==> config.mk <==
export PLATFORM = sky130hd
export DESIGN_NAME = wishbone_arbiter
export DESIGN_NICKNAME = d
export VERILOG_FILES = /design/src/rtl/wishbone_arbiter.sv
export SDC_FILE = /design/constraint.sdc
export NUM_CORES = 1
export LEC_CHECK = 0
export ABC_AREA = 1
export CORE_AREA = 4 4 164 166
export CTS_CLUSTER_DIAMETER = 80
export CTS_CLUSTER_SIZE = 14
export DETAILED_ROUTE_END_ITERATION = 10
export DIE_AREA = 0 0 168 170
export DONT_BUFFER_PORTS = 1
export SETUP_SLACK_MARGIN = 0.2
export SLEW_MARGIN = 15
export SYNTH_ARGS = -nofsm -noshare
export SYNTH_HDL_FRONTEND = slang
export SYNTH_SLANG_ARGS = --single-unit
==> constraint.sdc <==
create_clock -name i_CLK -period 1.7 [get_ports i_CLK]
set_clock_uncertainty 0.1 [all_clocks]
set_input_delay 0.51 -clock i_CLK [delete_from_list [all_inputs] [get_ports i_CLK]]
set_output_delay 0.51 -clock i_CLK [all_outputs]
set_load 0.03 [all_outputs]
==> src/rtl/wishbone_arbiter.sv <==
// Round-robin arbiter sharing one Wishbone classic slave among N_MASTERS
// masters. The grant is held for the owner's whole CYC, so multi-beat cycles
// stay atomic. Every change of owner passes through at least one IDLE cycle.
// Optional macro WB_ARB_TIMEOUT_EN adds a stalled-slave watchdog. The
// watchdog drives an o_M_ERR pulse and forcibly releases the grant.
module wishbone_arbiter #(
  parameter int N_MASTERS  = 4,
  parameter int DATA_WIDTH = 32,
  parameter int ADDR_WIDTH = 32
`ifdef WB_ARB_TIMEOUT_EN
  ,
  parameter int TIMEOUT_CYCLES = 16
`endif
) (
  input  logic                               i_CLK,
  input  logic                               i_RST,
  input  logic [N_MASTERS-1:0]               i_M_CYC,
  input  logic [N_MASTERS-1:0]               i_M_STB,
  input  logic [N_MASTERS-1:0]               i_M_WE,
  input  logic [N_MASTERS*ADDR_WIDTH-1:0]    i_M_ADDR,
  input  logic [N_MASTERS*DATA_WIDTH-1:0]    i_M_DATA,
  input  logic [N_MASTERS*(DATA_WIDTH/8)-1:0] i_M_SEL,
  output logic [DATA_WIDTH-1:0]              o_M_DATA,
  output logic [N_MASTERS-1:0]               o_M_ACK,
  output logic [N_MASTERS-1:0]               o_M_GNT,
  output logic                               o_S_CYC,
  output logic                               o_S_STB,
  output logic                               o_S_WE,
  output logic [ADDR_WIDTH-1:0]              o_S_ADDR,
  output logic [DATA_WIDTH-1:0]              o_S_DATA,
  output logic [DATA_WIDTH/8-1:0]            o_S_SEL,
  input  logic [DATA_WIDTH-1:0]              i_S_DATA,
  input  logic                               i_S_ACK
`ifdef WB_ARB_TIMEOUT_EN
  ,
  output logic [N_MASTERS-1:0]               o_M_ERR
`endif
);

  localparam int SEL_W = DATA_WIDTH / 8;
  localparam int IDX_W = $clog2(N_MASTERS);

  typedef enum logic {IDLE, GRANT} state_t;

  state_t              state, state_nxt;
  logic [N_MASTERS-1:0] gnt_nxt;
  logic [IDX_W-1:0]    last_grant, last_nxt;   // doubles as owner index in GRANT
  logic [IDX_W-1:0]    sel_idx, cand;
  logic                found;
  logic                timeout;

  // Per-master views of the packed buses
  logic [ADDR_WIDTH-1:0] m_addr [N_MASTERS];
  logic [DATA_WIDTH-1:0] m_data [N_MASTERS];
  logic [SEL_W-1:0]      m_sel  [N_MASTERS];

  for (genvar k = 0; k < N_MASTERS; k++) begin : g_unpack
    assign m_addr[k] = i_M_ADDR[k*ADDR_WIDTH +: ADDR_WIDTH];
    assign m_data[k] = i_M_DATA[k*DATA_WIDTH +: DATA_WIDTH];
    assign m_sel[k]  = i_M_SEL[k*SEL_W +: SEL_W];
  end

  logic own_cyc, own_stb;
  assign own_cyc = i_M_CYC[last_grant];
  assign own_stb = i_M_STB[last_grant];

  // Round-robin search: first requester above last_grant, wrapping around
  always_comb begin
    // NOTE: every variable gets a default before any branch, so no latch is inferred.
    found   = 1'b0;
    sel_idx = last_grant;
    cand    = '0;
    for (int i = 1; i <= N_MASTERS; i++) begin
      cand = IDX_W'((int'(last_grant) + i) % N_MASTERS);
      if (!found && i_M_CYC[cand]) begin
        found   = 1'b1;
        sel_idx = cand;
      end
    end
  end

  // Next-state logic: grant from IDLE, release on owner CYC drop or timeout
  always_comb begin
    state_nxt = state;
    gnt_nxt   = o_M_GNT;
    last_nxt  = last_grant;
    unique case (state)
      IDLE: begin
        if (found) begin
          state_nxt = GRANT;
          gnt_nxt   = {{(N_MASTERS-1){1'b0}}, 1'b1} << sel_idx;
          last_nxt  = sel_idx;
        end
      end
      GRANT: begin
        if (timeout || !own_cyc) begin
          state_nxt = IDLE;
          gnt_nxt   = '0;
        end
      end
      default: begin
        state_nxt = IDLE;
        gnt_nxt   = '0;
      end
    endcase
  end

  // State, grant and round-robin pointer registers
  always_ff @(posedge i_CLK) begin
    if (i_RST) begin
      state      <= IDLE;
      o_M_GNT    <= '0;
      last_grant <= IDX_W'(N_MASTERS - 1);
    end else begin
      // NOTE: sequential state uses non-blocking assignments so all registers update together.
      state      <= state_nxt;
      o_M_GNT    <= gnt_nxt;
      last_grant <= last_nxt;
    end
  end

`ifdef WB_ARB_TIMEOUT_EN
  localparam int CNT_W = $clog2(TIMEOUT_CYCLES + 1);
  logic [CNT_W-1:0] wait_cnt;

  assign timeout = (state == GRANT) && (wait_cnt == CNT_W'(TIMEOUT_CYCLES));
  assign o_M_ERR = timeout ? o_M_GNT : '0;

  // Watchdog: counts owner strobe cycles without ACK, cleared on ACK or state change
  always_ff @(posedge i_CLK) begin
    if (i_RST) begin
      wait_cnt <= '0;
    end else if (state != GRANT || state_nxt != GRANT || i_S_ACK) begin
      wait_cnt <= '0;
    end else if (own_cyc && own_stb) begin
      wait_cnt <= wait_cnt + 1'b1;
    end
  end
`else
  assign timeout = 1'b0;
`endif

  // Slave-side mux of the owner's signals; ACK routed to the owner only
  always_comb begin
    o_S_CYC  = 1'b0;
    o_S_STB  = 1'b0;
    o_S_WE   = 1'b0;
    o_S_ADDR = '0;
    o_S_DATA = '0;
    o_S_SEL  = '0;
    o_M_ACK  = '0;
    if (state == GRANT) begin
      o_S_CYC  = own_cyc;
      o_S_STB  = own_stb;
      o_S_WE   = i_M_WE[last_grant];
      o_S_ADDR = m_addr[last_grant];
      o_S_DATA = m_data[last_grant];
      o_S_SEL  = m_sel[last_grant];
      o_M_ACK  = o_M_GNT & {N_MASTERS{i_S_ACK}};
      if (timeout) begin
        o_S_CYC = 1'b0;
        o_S_STB = 1'b0;
        o_M_ACK = '0;
      end
    end
  end

  assign o_M_DATA = i_S_DATA;

endmodule
==> results.txt <==
- The run finished, with violations left.
* Violated checks: setup timing
* First-pass GRT wire length: 26000 um
- Net switching share of the total power: 56.9%
- Once placement completed, the tool counted placed cells totaling 787.
* XOR/XNOR share of the synthesized area: 0%
- Number of nets still failing antenna checks after routing: 0
- The Yosys step of the flow raised 0 warnings.
- Power density relative to cell area: 1860 nW/um2
- For met1 alone, demand over resource in global routing was 13.6%.
- Crit path max fanout: 10
- Via count of the routed design: 4140
- In this run the count of I/O pins placed on the die edge is 430.
- Clock latency on the worst-skew pair, taken at its later pin, is 0.23 ns.
* Dominant cell by count in the synthesized netlist: sky130_fd_sc_hd__nand3_1
- Crit path capture type: primary output
- Worst endpoint data arrival time: 1.59 ns
- After Yosys synthesis, and, or, nand and nor cells account for 38.1% of the synthesized area.
- In this design, the largest share of critical-path delay is due to buffers and inverters.
- By area, the combinational part of the netlist is dominated by compound AO/OA/AOI/OAI gates.
- Number of nets in the synthesized netlist: 787
- Busiest metal layer after global routing: met2
- The design draws 0.0127 W.
* Number of input and output port buffers inserted: 0
- Clk sink count: 7
* Main area contributors after synthesis: sky130_fd_sc_hd__nand3_1 (27%), sky130_fd_sc_hd__a22oi_1 (19%), sky130_fd_sc_hd__a31oi_1 (16%)
- The most critical setup path has its startpoint at last_grant[0].
- The max-slew violation total from the final report came to 0.
* FMAX: 0.455 GHz
- CP max stage delay: 0.37 ns
- After synthesis, the mean cell area works out to 5.81 um2.
* Path type of the worst setup path: flop to primary output
- The number of global-route vias before repair came to 4153.
* Standard cell core area: 25600 um2
- For this run, design rule violations remaining after detail routing come to 0.
- After filler insertion, the fill cell instance count of the layout stands at 2618.
- Effective utilization at floorplan: 10.6%
- Number of distinct library cell variants in the gate-level netlist after synthesis: 23
* Largest vdd supply drop: 1320 uV
* Root Buffer: sky130_fd_sc_hd__clkbuf_16
- Internal power: 0.00545 W
- CTS clock-pin slew for the worst setup and hold paths: 0.04 ns
- First DRT Iteration DRCs: 156
- Top-area cell type share of the netlist area: 27.2%
* Hold-fix buffers, CTS: 0
* Count of flip-flops with a built-in enable after synthesis: 0
- The share of total power dissipated in combinational logic is 93.9%.
- After Yosys synthesis, full adders, half adders and majority gates account for 0% of the synthesized area.
- Class of the most critical hold timing path: primary input to flop
- Among all flip-flop cells after synthesis, the most frequent one is sky130_fd_sc_hd__dfxtp_1.
* H-tree levels: 1
- Capture endpoint of the worst hold path: state
- After detailed placement, the total cell area comes to 4850 um2.
- Share of the synthesized area in compound gates (AO/OA/AOI/OAI): 38.1%
- Ratio of cells with drive above 1 in the final layout: 80.3%
- Synthesis handed over a netlist of 468 instances.
- Measured against its own limit, the worst slew margin works out to 76.5%.
- Flip-flop and latch count after synthesis: 7
* Length in cells of the worst reg-to-reg path: 16
- Die extent in y: 170 um
- The biggest area contributor in the post-synthesis netlist is sky130_fd_sc_hd__nand3_1.
- Post-DR vias/cell: 4.98
- Fraction of registers with async set or reset after synthesis: 0%
- Post-layout nets: 817
- Setup repair after global routing could not meet its margin everywhere.
- Final global-route overflow total: 0
* Average detailed-routed wire length per instance: 25.1 um
- Met2 capacity usage during global routing: 21.7%
- Final antenna diode count: 0
- At the placement stage, the worst setup path has a slack of -0.323 ns.
- The die covers 28600 um2.
- Sequential cells burn 2.9% of the power.
- The worst register-to-register path ends at o_M_GNT[0].
* Register-to-register setup slack: -0.45 ns
- Growth of design area from synthesis to finish: 151%
- Req. time, crit path: 1.09 ns
- The clock passes through at most 2 buffers.
* Placed wire-length estimate after detailed placement: 13300 um
* Part of the Yosys area used for sequential elements: 5.15%
- Total count of hold-check failures in the final report: 0
- Total routing resource utilization after global routing: 11.6%
- The startpoint identified for the worst register-to-register timing path is last_grant[1].
* Post-synthesis mux area share: 0%
- The finished layout holds 832 standard cells, fillers aside.
- TritonCTS built the clock tree.
- Setup slack on the critical path of the routed design comes to -0.496 ns.
- The multi-input combinational cells in the finished layout cover a total of 4390 um2.
- Startpoint class of the critical path: flop
- The startpoint identified for the worst hold timing path is i_RST.
* Total routed wirelength: 20800 um
- Hold Path Cell Cnt: 1
* Final Instance Area: 6820 um2
- Buf+Inv Stages, Crit Path: 4
* Met3 track utilization from global routing: 2.97%
* Number of buffers inserted during clock tree synthesis: 3
- In this run the cell area of the synthesized design comes to 2720 um2.
- Register Area: 151 um2
- Among all stages on the critical path, the largest delay is contributed by sky130_fd_sc_hd__dfxtp_4.
* Cell chain of the critical path: inv_8 -> nand2_4 -> inv_8 -> buf_12 -> buf_12 -> a22oi_1 -> a31oi_4
- In this run the core area contains 59 standard-cell rows.
- Final Cycle Share: 129%
* Net switching power of the design: 0.00720 W
- Floorplan die width: 168 um
- Max capacitance violation total: 0
* Number of antenna violations at the first check in global routing: 0
* Final number of setup-violating endpoints: 78
- For this design the static power due to leakage is 1.95 nW.
- For the pin with the worst max-slew slack, the measured transition is 0.352 ns.
* Final critical-path required period: 2.20 ns
- Clock group share of total power: 3.2%
- Ranked by instance count, the synthesized netlist is headed by sky130_fd_sc_hd__nand3_1 (148), sky130_fd_sc_hd__a22oi_1 (70), sky130_fd_sc_hd__a31oi_1 (70).
- Maximum number of pins on one net before global-route repair: 40
* Drt pass-1 iters: 4
- Global placement routability congestion: 0.814
-- layout make-up --
type | instances | share of cell area, %
clock buffers | 4 | 1.16
inverters | 11 | 1.19
multi-input cells | 364 | 64.4
flip-flops and latches | 7 | 2.22
well taps | 335 | 6.15
repair buffers | 111 | 24.9
-- placed cells by master (no fill, tap or decap), drive strengths merged, types with 4 or more instances in the layout --
master | netlist | routed
a21oi | 6 | 6
a22oi | 70 | 70
a31oi | 70 | 70
buf | 45 | 97
clkbuf | 41 | 18
dfxtp | 7 | 7
inv | 11 | 10
nand2 | 51 | 51
nand3 | 150 | 150
nor2 | 12 | 12
o21ai | 4 | 4
-- worst max-delay path by stage --
stage / end / slack (ns) / cells after the start
floorplan: o_S_DATA[5] / -0.09 / 6
global placement: o_S_DATA[26] / -0.29 / 4
detailed placement: o_S_DATA[26] / -0.32 / 4
CTS: o_S_SEL[2] / -0.49 / 7
global route: o_M_GNT[1] / -0.56 / 17
finish: o_S_ADDR[29] / -0.50 / 7
-- sequential cells by signal, summed over array words and instances (netlist names) --
register / flops
o_M_GNT: 4
last_grant: 2
state: 1
-- what timing repair did --
| item | 4_1_cts | 5_1_grt |
|---|---|---|
| pin swaps | 37 | 67 |
| gates resized for setup | 93 | 154 |
| endpoints found under the setup margin | 82 | 82 |
| setup buffers | 9 | 8 |
| cloned | 7 | 17 |
-- cell families (layout without fill, tap and decap cells) --
family	after synthesis	in the layout
DFF	7	7
and+or+nand+nor	214	214
buffers and inverters	97	126
AOI/OAI and AO/OA	150	150
-- stage by stage --
step	utilization [%]	setup TNS, ns	hold slack, ns
3_3_place_gp	18.9	-15.57	0.481
6_report	26.6	-32.81	0.235
2_1_floorplan	-	-5.71	0.479
5_1_grt	26.6	-37.26	0.231
4_1_cts	21.6	-32.44	0.233
3_5_place_dp	18.9	-17.23	0.483
-- metal layers --
layer	vias up	wire length (um)
li1	1832	-
met1	2043	7740
met2	239	11000
met3	26	1690
met4	0	370
met5	-	0
-- power by group through the flow --
| stage | Combinational [W] | Clock, W | Sequential (W) |
|---|---|---|---|
| global placement | 0.00835 | 0 | 0.000327 |
| CTS | 0.00965 | 0.000415 | 0.000373 |
| detailed placement | 0.00846 | 0 | 0.000328 |
| floorplan | 0.00714 | 0 | 0.000390 |
| finish | 0.0119 | 0.000408 | 0.000365 |
| global route | 0.0125 | 0.000425 | 0.000375 |
Note: power is estimated with default switching activity, not from simulation.
